**config.mk**
```make
export PLATFORM = sky130hd
export DESIGN_NAME = mul_seq_approx_flat
export DESIGN_NICKNAME = d
export VERILOG_FILES = /design/src/rtl/mul_seq_approx_if.sv /design/src/rtl/mul_seq_approx.sv /design/src/flat_wrapper.sv
export SDC_FILE = /design/constraint.sdc
export NUM_CORES = 1
export LEC_CHECK = 0
export CELL_PAD_IN_SITES_DETAIL_PLACEMENT = 0
export CELL_PAD_IN_SITES_GLOBAL_PLACEMENT = 1
export CORE_UTILIZATION = 39
export CTS_BUF_LIST = sky130_fd_sc_hd__clkbuf_4 sky130_fd_sc_hd__clkbuf_8 sky130_fd_sc_hd__clkbuf_16
export CTS_CLUSTER_DIAMETER = 150
export CTS_CLUSTER_SIZE = 25
export DETAILED_ROUTE_END_ITERATION = 7
export PLACE_DENSITY_LB_ADDON = 0.3
export SYNTH_ARGS = -nofsm -noshare
export SYNTH_HDL_FRONTEND = slang
export SYNTH_SLANG_ARGS = --single-unit
```
**constraint.sdc**
```tcl
create_clock -name clk -period 3.7 [get_ports clk]
set_input_delay 0.37 -clock clk [delete_from_list [all_inputs] [get_ports clk]]
set_output_delay 0.37 -clock clk [all_outputs]
set_load 0.01 [all_outputs]
```
**src/rtl/mul_seq_approx_if.sv**
```systemverilog
// Operand/result handshake bundle for the iterative approximate multiplier.
// The master drives operands and result acceptance; the slave is the multiplier.
interface mul_seq_approx_if #(
    parameter int unsigned W = 4
);
    logic           in_valid;
    logic           in_ready;
    logic           mode_approx;
    logic [W-1:0]   a;
    logic [W-1:0]   b;
    logic           out_valid;
    logic           out_ready;
    logic [2*W-1:0] po;

    modport master (
        output in_valid, mode_approx, a, b, out_ready,
        input  in_ready, out_valid, po
    );

    modport slave (
        input  in_valid, mode_approx, a, b, out_ready,
        output in_ready, out_valid, po
    );
endinterface

```
**src/rtl/mul_seq_approx.sv**
```systemverilog
// Radix-2 shift-add unsigned multiplier, one multiplier bit per cycle, with an
// optional approximate mode that drops partial-product columns [TRUNC-1:0].
module mul_seq_approx #(
    parameter int unsigned W     = 4,
    parameter int unsigned TRUNC = 3,
    parameter int unsigned CNT_W = 16
) (
    input  logic             clk,
    input  logic             rst,
    mul_seq_approx_if.slave  bus,
    output logic [CNT_W-1:0] op_count
);
    localparam int unsigned CW = $clog2(W);
    localparam logic [2*W-1:0] LOW_COLS = ~({(2*W){1'b1}} << TRUNC);

    typedef enum logic [1:0] {IDLE, BUSY, DONE} state_t;

    state_t         state, state_n;
    logic [W-1:0]   a_q, b_q;
    logic           mode_q;
    logic [2*W-1:0] acc, po_q, mask, pp;
    logic [CW-1:0]  cnt;
    logic           last_bit;

    assign last_bit = (cnt == CW'(W - 1));

    // Masking the shifted row drops exactly the a[j]&b[i] terms with i+j < TRUNC.
    always_comb begin
        mask = mode_q ? ~LOW_COLS : '1;
        pp   = '0;
        if (b_q[cnt])
            pp = ({{W{1'b0}}, a_q} << cnt) & mask;
    end

    always_comb begin
        state_n       = state;
        bus.in_ready  = 1'b0;
        bus.out_valid = 1'b0;
        case (state)
            IDLE: begin
                bus.in_ready = 1'b1;
                if (bus.in_valid)
                    state_n = BUSY;
            end
            BUSY: begin
                if (last_bit)
                    state_n = DONE;
            end
            DONE: begin
                bus.out_valid = 1'b1;
                if (bus.out_ready)
                    state_n = IDLE;
            end
            default: state_n = IDLE;
        endcase
    end

    always_ff @(posedge clk) begin
        if (rst) begin
            state    <= IDLE;
            a_q      <= '0;
            b_q      <= '0;
            mode_q   <= 1'b0;
            acc      <= '0;
            cnt      <= '0;
            po_q     <= '0;
            op_count <= '0;
        end else begin
            state <= state_n;
            case (state)
                IDLE: begin
                    if (bus.in_valid) begin
                        a_q    <= bus.a;
                        b_q    <= bus.b;
                        mode_q <= bus.mode_approx;
                        acc    <= '0;
                        cnt    <= '0;
                    end
                end
                BUSY: begin
                    acc <= acc + pp;
                    cnt <= cnt + 1'b1;
                    if (last_bit)
                        po_q <= acc + pp;
                end
                DONE: begin
                    if (bus.out_ready && (op_count != '1))
                        op_count <= op_count + 1'b1;
                end
                default: ;
            endcase
        end
    end

    assign bus.po = po_q;
endmodule

```
**src/flat_wrapper.sv**
```systemverilog
// flat-port wrapper written by rule: the top's interface ports become plain ports
module mul_seq_approx_flat 
#(
    parameter int unsigned W     = 4,
    parameter int unsigned TRUNC = 3,
    parameter int unsigned CNT_W = 16
)
  (clk, rst, op_count, bus_in_valid, bus_mode_approx, bus_a, bus_b, bus_out_ready, bus_in_ready, bus_out_valid, bus_po);
  mul_seq_approx_if #(.W(W)) bus_i ();
  input  logic clk;
  input  logic rst;
  output logic [CNT_W-1:0] op_count;
  input wire logic [$bits(bus_i.in_valid)-1:0] bus_in_valid;
  input wire logic [$bits(bus_i.mode_approx)-1:0] bus_mode_approx;
  input wire logic [$bits(bus_i.a)-1:0] bus_a;
  input wire logic [$bits(bus_i.b)-1:0] bus_b;
  input wire logic [$bits(bus_i.out_ready)-1:0] bus_out_ready;
  output wire logic [$bits(bus_i.in_ready)-1:0] bus_in_ready;
  output wire logic [$bits(bus_i.out_valid)-1:0] bus_out_valid;
  output wire logic [$bits(bus_i.po)-1:0] bus_po;
  assign bus_i.in_valid = bus_in_valid;
  assign bus_i.mode_approx = bus_mode_approx;
  assign bus_i.a = bus_a;
  assign bus_i.b = bus_b;
  assign bus_i.out_ready = bus_out_ready;
  assign bus_in_ready = bus_i.in_ready;
  assign bus_out_valid = bus_i.out_valid;
  assign bus_po = bus_i.po;
  mul_seq_approx #(.W(W), .TRUNC(TRUNC), .CNT_W(CNT_W)) u_core (.clk(clk), .rst(rst), .bus(bus_i), .op_count(op_count));
endmodule
```
==> PnR_summary.wiki, run 1 <==
{| class="wikitable"
! Metric !! Value
|-
| Outcome || complete, no violations
|-
| Number of instances in the synthesized netlist || 264
|-
| Element type at the critical path end || flop
|-
| Number of global-route vias before repair || 1738
|-
| Biggest area consumer among synthesized cells || sky130_fd_sc_hd__dfxtp_1
|-
| CTS tree || done
|-
| Kind of launch point of the worst setup path || flop
|-
| Flip-flop cell with the highest count after synthesis || sky130_fd_sc_hd__dfxtp_1
|-
| Register-to-register setup slack || 0.73 ns
|-
| Yosys Warn Count || 0
|-
| Number of setup violations in the final report || 0
|-
| Finished Layout Cells || 371
|-
| Crit path kind || reg -> reg
|-
| Count of instances resized after the clock tree is built || 0
|-
| Die area || 6070 um2
|-
| Proportion of synthesized chip area in sequential cells || 0.401
|-
| Maximum clock frequency || 0.337 GHz
|-
| Insertion delay to the later sink of the worst-skew pair || 0.29 ns
|-
| Final Critical Period || 2.97 ns
|-
| Leakage power total || 1.04 nW
|-
| Cell types occupying the most area after synthesis || sky130_fd_sc_hd__dfxtp_1 40%, sky130_fd_sc_hd__nand2_1 6.2%, sky130_fd_sc_hd__a21oi_1 5.3%, sky130_fd_sc_hd__nor2_1 5.2%, sky130_fd_sc_hd__xor2_1 5.1%
|-
| Global-route wire length before repair || 8.37 mm
|-
| Worst path max stage delay || 0.61 ns
|-
| Area share of the largest cell type after synthesis || 0.401
|-
| Die X || 77.9 um
|-
| Final Power || 0.000867 W
|-
| Type of the tightest min-delay check || reg -> reg
|-
| Count of input and output buffers || 38
|-
| Setup tns final || 0 ns
|-
| Instance count after placement with tap cells included || 363
|-
| Ratio of total power to cell area || 314 nW/um2
|-
| Synth Net Count || 287
|-
| Post-cts hold buffer count || 0
|-
| Tcrit/Tclk final || 0.803
|-
| Cells traversed along the worst timing path || mux4_2 -> nand2b_1 -> nor4b_1 -> ha_1 -> fa_1 -> a211oi_1 -> o21bai_1 -> a21oi_1 -> xor2_1 -> o31ai_1
|-
| Total I/O pin count || 39
|-
| Max-slew headroom || 0.520
|-
| Final GP Congestion || 0.791
|-
| Distinct cell type count of the synthesized netlist || 51
|-
| Chip Height || 77.9 um
|-
| Worst-path cell with the longest stage delay || sky130_fd_sc_hd__dfxtp_1
|-
| FFs w/ async S/R, synth || 0
|-
| Root Buffer Master || sky130_fd_sc_hd__clkbuf_8
|-
| Average wire length per cell after detail routing || 13.2 um
|-
| Initial standard-cell utilization of the core || 0.406
|-
| Worst slew pin tran || 0.719 ns
|-
| Count of final max-slew check failures || 0
|-
| Area fraction in compound gates after synthesis || 0.162
|-
| Clock-pin slew on the worst setup and hold paths || 0.08 ns
|-
| DRC marker count from the first detailed-route iteration || 88
|-
| Post-Synth Simple-Gate Area || 0.257
|-
| Final WL || 4.89 mm
|-
| Fraction of the mapped netlist area in adder cells || 0.0590
|-
| Beginning of the worst register-to-register path || u_core.cnt[0]
|-
| Hpwl dp || 3.55 mm
|-
| Floorplan row count || 27
|-
| Core Footprint || 5540 um2
|-
| Global Route Usage Sum || 0.175
|-
| Number of cells on the worst hold path || 2
|-
| Total number of nets in the final design || 321
|-
| # Max-Cap Violations || 0
|-
| Post-synthesis cell area || 2250 um2
|-
| Endpoint of the worst-slack reg-to-reg timing path || u_core.bus.po[6]
|-
| Critical Path AT || 3.15 ns
|-
| Number of buffers inserted during clock tree synthesis || 5
|-
| Post-CTS setup buffer count || 0
|-
| Antenna Nets Post-Route || 0
|-
| Share of layout cells above drive strength 1 || 0.0602
|-
| Pin count of the biggest net entering global routing || 20
|-
| Detailed-route DRC error count || 0
|-
| Number of flip-flops and latches in the synthesized netlist || 45
|-
| Area growth from synthesis to layout || 22.9%
|-
| Antenna violations before repair || 0
|-
| Mux share of post-synthesis cell area || 0.0284
|-
| Vias after detailed routing || 1961
|-
| Antenna diode count || 0
|-
| Maximum fanout encountered on the critical timing path || 15
|-
| H-Tree Level Count || 2
|-
| Count of cells along the worst register-to-register path || 10
|-
| Worst Hold End || u_core.bus.po[1]
|-
| Worst IR drop on VDD || 134 uV
|-
| Setup repair after global routing missed its margin || false
|-
| Global route overflow || 0
|-
| Bufs on Longest Clock Path || 2
|-
| Data required time of the worst path || 3.88 ns
|-
| Main combinational cell family by area after synthesis || simple AND/OR/NAND/NOR gates
|-
| Endpoints failing hold || 0
|-
| Count of flip-flops with a built-in enable after synthesis || 0
|-
| Via-per-instance ratio || 5.29
|-
| First-pass detailed-route iteration total || 4
|-
| Critical hold path startpoint || u_core.bus.po[1]
|-
| Synthesized area per cell || 8.52 um2
|-
| Maximum clock skew at final layout || 0.00701 ns
|-
| Sinks on the clock net || 45
|-
| Area share of xor/xnor cells in the synthesized design || 0.0623
|}
## per-stage QoR
step / setup WS [ns] / cell area, um2 / utilization / hold slack [ns]
2_1_floorplan: 1.12 / 2250 / - / 0.431
3_3_place_gp: 0.771 / 2680 / 0.483 / 0.443
3_5_place_dp: 0.740 / 2680 / 0.483 / 0.448
4_1_cts: 0.704 / 2760 / 0.499 / 0.459
5_1_grt: 0.461 / 2760 / 0.499 / 0.478
6_report: 0.729 / 2760 / 0.499 / 0.455
## registers in the layout, indices dropped and copies added (netlist names)
register	count
u_core.state	2
u_core.cnt	2
u_core.b_q	4
u_core.a_q	4
u_core.acc	8
u_core.mode_q	1
u_core.bus.po	8
u_core.op_count	16
## worst max-delay path, delay by kind of cell, from the launching register on
family / cells / cell delay, ns
adder cells (fa/ha/maj): 2 / 0.66
flip-flops: 1 / 0.61
multiplexers: 1 / 0.59
AO/OA/AOI/OAI: 4 / 0.57
AND/OR/NAND/NOR: 2 / 0.20
XOR/XNOR: 1 / 0.20
## cell families (layout without fill, tap and decap cells)
family / count (synthesis) / count (layout)
and+or+nand+nor: 115 / 115
AOI/OAI and AO/OA: 57 / 57
DFF: 45 / 45
xor gates and xnor gates: 16 / 16
buffers and inverters: 16 / 51
adders and majority gates: 10 / 10
muxes: 5 / 5
## how the worst max path moves through the flow
stage / startpoint / endpoint
floorplan: u_core.cnt[0] / u_core.acc[6]
global placement: u_core.cnt[0] / u_core.bus.po[6]
detailed placement: u_core.cnt[0] / u_core.acc[6]
CTS: u_core.cnt[0] / u_core.bus.po[6]
global route: u_core.cnt[0] / u_core.acc[6]
finish: u_core.cnt[0] / u_core.bus.po[6]
## metal layers
| layer | track usage | routed length, um | vias up |
|---|---|---|---|
| li1 | - | - | 1019 |
| met1 | 0.242 | 2590 | 898 |
| met2 | 0.263 | 2060 | 38 |
| met3 | 0.0412 | 177 | 6 |
| met4 | 0.0648 | 66 | 0 |
| met5 | 0 | 0 | - |
## cells in the final DEF (no fill, tap or decap), types with 4 or more instances in the layout
master                            count
sky130_fd_sc_hd__a21oi_1             24
sky130_fd_sc_hd__a22oi_1              5
sky130_fd_sc_hd__a31oi_1              4
sky130_fd_sc_hd__and2_1               4
sky130_fd_sc_hd__and4_1               4
sky130_fd_sc_hd__clkbuf_8             5
sky130_fd_sc_hd__clkdlybuf4s50_1     38
sky130_fd_sc_hd__dfxtp_1             45
sky130_fd_sc_hd__ha_1                 9
sky130_fd_sc_hd__nand2_1             37
sky130_fd_sc_hd__nand3_1             10
sky130_fd_sc_hd__nor2_1              31
sky130_fd_sc_hd__nor3_1               4
sky130_fd_sc_hd__o2111ai_1            4
sky130_fd_sc_hd__o21ai_0              4
sky130_fd_sc_hd__xor2_1              13
## synthesized netlist by cell type, types with 2 or more instances
cell type,instances
sky130_fd_sc_hd__a211oi_1,3
sky130_fd_sc_hd__a21o_1,2
sky130_fd_sc_hd__a21oi_1,24
sky130_fd_sc_hd__a22oi_1,5
sky130_fd_sc_hd__a31oi_1,4
sky130_fd_sc_hd__and2_1,4
sky130_fd_sc_hd__and4_1,4
sky130_fd_sc_hd__buf_2,3
sky130_fd_sc_hd__clkbuf_1,8
sky130_fd_sc_hd__dfxtp_1,45
sky130_fd_sc_hd__ha_1,9
sky130_fd_sc_hd__inv_1,3
sky130_fd_sc_hd__mux2i_1,3
sky130_fd_sc_hd__nand2_1,37
sky130_fd_sc_hd__nand2b_1,2
sky130_fd_sc_hd__nand3_1,10
sky130_fd_sc_hd__nand3b_1,3
sky130_fd_sc_hd__nand4_1,3
sky130_fd_sc_hd__nand4b_1,2
sky130_fd_sc_hd__nor2_1,31
sky130_fd_sc_hd__nor3_1,4
sky130_fd_sc_hd__o2111ai_1,4
sky130_fd_sc_hd__o211ai_1,3
sky130_fd_sc_hd__o21ai_0,4
sky130_fd_sc_hd__o21bai_1,2
sky130_fd_sc_hd__o31ai_1,2
sky130_fd_sc_hd__or3_1,2
sky130_fd_sc_hd__xnor2_1,3
sky130_fd_sc_hd__xor2_1,13
## cell type report
class,count,area (um2)
clock inverter,2,10.0
multi-input combinational,203,1280
tap,72,90.1
sequential,45,901
inverter,3,11.3
fill,570,2780
timing repair buffer,40,395
clock buffer,6,76.3
## report_power, final
group	internal (W)	total [W]	leakage, nW	switching (W)
Clock	0.000138	0.000298	0.0484	0.000160
Sequential	0.000492	0.000502	0.364	0.0000102
Combinational	0.0000296	0.0000662	0.625	0.0000365
Note: power is estimated with default switching activity, not from simulation.
==> inputs of run 2 (changes only) <==
clock period = 2.8 ns   (was 3.7 ns; I/O delays follow)
==> run 2 against run 1 <==
Against the previous run:
- total power up 38%
- clock skew shrank 0.0022 ns
- count of clock-buffer cells in the layout up 1
- wire length down 4.6%
- sequential share of layout area fell by 0.46 points
- sequential power rose by 31%
- die area did not move
- global-route usage decreased by 0.28 points
- non-clock buffer count increased by 3
- critical path type unchanged
- highest routed layer unchanged
==> PnR_summary.wiki, run 2 (synthesis gave the netlist of run 1 again) <==
{| class="wikitable"
! Metric !! Value
|-
| Max-slew headroom || 0.620 (+0.100)
|-
| Kind of launch point of the worst setup path || flop
|-
| Register bank with the most flops || u_core.op_count
|-
| Outcome || complete, no violations
|-
| Tcrit/Tclk final || 0.945 (+0.142)
|-
| Maximum clock skew at final layout || 0.00486 ns (-0.00215 ns)
|-
| Vias after detailed routing || 1917 (-2.2%)
|-
| Initial standard-cell utilization of the core || 0.406 (unchanged)
|-
| Maximum clock frequency || 0.378 GHz (+12%)
|-
| Total I/O pin count || 39 (unchanged)
|-
| Leakage power total || 1.06 nW (+2.0%)
|-
| Type of the tightest min-delay check || reg -> reg
|-
| Setup tns final || 0 ns (unchanged)
|-
| # Max-Cap Violations || 0 (unchanged)
|-
| Instance area at placement || 2700 um2 (+0.84%)
|-
| Root Buffer Master || sky130_fd_sc_hd__clkbuf_8
|-
| Insertion delay to the later sink of the worst-skew pair || 0.30 ns (about the same)
|-
| Maximum fanout encountered on the critical timing path || 3 (-12)
|-
| Beginning of the worst register-to-register path || u_core.cnt[0]
|-
| Endpoint of the worst-slack reg-to-reg timing path || u_core.bus.po[6]
|-
| Via-per-instance ratio || 5.13 (-3.0%)
|-
| Antenna diode count || 0 (unchanged)
|-
| Number of cells on the worst hold path || 2 (unchanged)
|-
| Switching power total || 0.000281 W (+36%)
|-
| Antenna violations before repair || 0 (unchanged)
|-
| Count of final max-slew check failures || 0 (unchanged)
|-
| Final Critical Period || 2.65 ns (-0.324 ns)
|-
| Register area || 902 um2 (+0.14%)
|-
| Final WL || 4.66 mm (-4.6%)
|-
| Number of global-route vias before repair || 1777 (+2.2%)
|-
| Number of buffers inserted during clock tree synthesis || 5 (unchanged)
|-
| Commonest non-fill, non-tap cells in the layout || 44 x sky130_fd_sc_hd__dfxtp_1, 38 x sky130_fd_sc_hd__clkdlybuf4s50_1, 37 x sky130_fd_sc_hd__nand2_1
|-
| Element type at the critical path end || flop
|-
| Proportion of power drawn by the clock network || 0.369 (+0.025)
|-
| Die X || 77.9 um (unchanged)
|-
| Critical Path AT || 2.83 ns (-0.32 ns)
|-
| Final GP Congestion || 0.816 (+3.2%)
|-
| Count of cells along the worst register-to-register path || 10 (unchanged)
|-
| Final Power || 0.00120 W (+38%)
|-
| Pin count of the biggest net entering global routing || 23 (+15%)
|-
| Switching Share || 0.234 (-0.00389)
|-
| Global route overflow || 0 (unchanged)
|-
| Count of input and output buffers || 38 (unchanged)
|-
| Cell area after layout || 2810 um2 (+1.6%)
|-
| Total number of nets in the final design || 324 (+0.93%)
|-
| Antenna Nets Post-Route || 0 (unchanged)
|-
| Final core utilization || 0.507 (+0.00790)
|-
| Die area || 6070 um2 (unchanged)
|-
| Critical hold path startpoint || u_core.bus.po[1]
|-
| CTS tree || done
|-
| Register-to-register setup slack || 0.15 ns (-0.58 ns)
|-
| Fill cell total of the finished layout || 553 (-3.0%)
|-
| Internal power of the cells || 0.000916 W (+39%)
|-
| Number of setup violations in the final report || 0 (unchanged)
|-
| Core Footprint || 5540 um2 (unchanged)
|-
| Bufs on Longest Clock Path || 2 (unchanged)
|-
| Chip Height || 77.9 um (unchanged)
|-
| First-pass detailed-route iteration total || 4 (unchanged)
|-
| Area taken by multi-input logic gates || 1280 um2 (+0.39%)
|-
| Global Route Usage Sum || 0.172 (-0.00278)
|-
| Comb power frac || 0.079 (+0.003)
|-
| Worst Hold End || u_core.bus.po[1]
|-
| H-Tree Level Count || 2 (unchanged)
|-
| Data required time of the worst path || 2.98 ns (-0.90 ns)
|-
| Worst IR drop on VDD || 187 uV (+40%)
|-
| Worst slew pin tran || 0.568 ns (-0.151 ns)
|-
| Detailed-route DRC error count || 0 (unchanged)
|-
| Global-route wire length before repair || 8.44 mm (+0.82%)
|-
| Clock-pin slew on the worst setup and hold paths || 0.08 ns (about the same)
|-
| Area growth from synthesis to layout || 24.8%
|-
| Sinks on the clock net || 45 (unchanged)
|-
| Most frequent standard cell in the layout excluding fill and tap cells || sky130_fd_sc_hd__dfxtp_1
|-
| DRC marker count from the first detailed-route iteration || 99 (+13%)
|-
| Endpoints failing hold || 0 (unchanged)
|-
| Ratio of total power to cell area || 427 nW/um2 (+36%)
|-
| Crit path kind || reg -> reg
|-
| Setup repair after global routing missed its margin || false
|-
| Average wire length per cell after detail routing || 12.5 um (-5.4%)
|-
| Largest register FFs || 16 (unchanged)
|-
| Final worst hold slack || 0.454 ns (-0.00128 ns)
|-
| Floorplan row count || 27 (unchanged)
|-
| Hpwl dp || 3.48 mm (-2.0%)
|-
| Relative contribution of sequential cells to total power || 0.552 (-0.028)
|-
| Share of layout cells above drive strength 1 || 0.0762 (+0.0160)
|}
## run 2: changes by cell type in the layout (fill, tap and decap cells not counted), sizes merged
cell	previous run	this run
buf	2	5
clkbuf	6	7
clkinv	2	1
## run 2: critical path, stage by stage (launching register included)
cell                       delay [ns]
sky130_fd_sc_hd__dfxtp_1         0.35
sky130_fd_sc_hd__mux4_2          0.53
sky130_fd_sc_hd__nand2b_1        0.15
sky130_fd_sc_hd__nor4b_1         0.08
sky130_fd_sc_hd__ha_1            0.21
sky130_fd_sc_hd__fa_1            0.43
sky130_fd_sc_hd__a211oi_1        0.23
sky130_fd_sc_hd__o21bai_1        0.10
sky130_fd_sc_hd__a21oi_1         0.18
sky130_fd_sc_hd__xor2_1          0.20
sky130_fd_sc_hd__o31ai_1         0.08
## run 2: layout make-up
type	count	share of cell area
multi-input combinational	203	0.457
sequential	45	0.321
timing repair buffer	43	0.149
clock buffer	7	0.0343
tap	72	0.0321
inverter	3	0.00401
clock inverter	1	0.00178
## run 2: power groups by stage
stage                     Sequential [W]  Combinational [W]  Clock, W
after floorplan                 0.000673          0.0000586         0
after global placement          0.000675          0.0000950         0
after detailed placement        0.000675          0.0000952         0
after CTS                       0.000660          0.0000952  0.000458
after global routing            0.000663           0.000108  0.000488
final                           0.000660          0.0000947  0.000442
## run 2: worst max-delay path by stage
stage | from | endpoint | slack, ns | cells after the start
finish | u_core.cnt[0] | u_core.bus.po[6] | 0.15 | 10
global route | u_core.cnt[0] | u_core.acc[6] | 0.003 | 10
CTS | u_core.cnt[1] | u_core.bus.po[6] | 0.13 | 10
detailed placement | u_core.cnt[0] | u_core.bus.po[6] | 0.16 | 10
global placement | u_core.cnt[1] | u_core.bus.po[6] | 0.20 | 10
floorplan | u_core.cnt[0] | u_core.acc[6] | 0.22 | 10
## run 2: per-layer routing
layer	track usage	share of wire	vias up
met5	0	0	-
met4	0.0444	0.010	0
met3	0.0388	0.031	4
met2	0.265	0.43	28
met1	0.241	0.53	869
li1	-	-	1016
## run 2: per-stage QoR
stage,worst slack [ns],cells
after floorplan,0.216,264
after global placement,0.201,366
after detailed placement,0.160,366
after CTS,0.132,374
after global routing,0.00299,374
final,0.153,374
## run 2: timing repair
action,4_1_cts,5_1_grt
setup buffers,0,0
resized for setup,0,2
setup endpoints to repair,0,3
hold buffers,0,0
==> inputs of run 3 (changes only) <==
CAP_MARGIN = 25   (was not set)
==> results of run 3 <==
Final layout, timing and power as in run 2 (identical DEF).
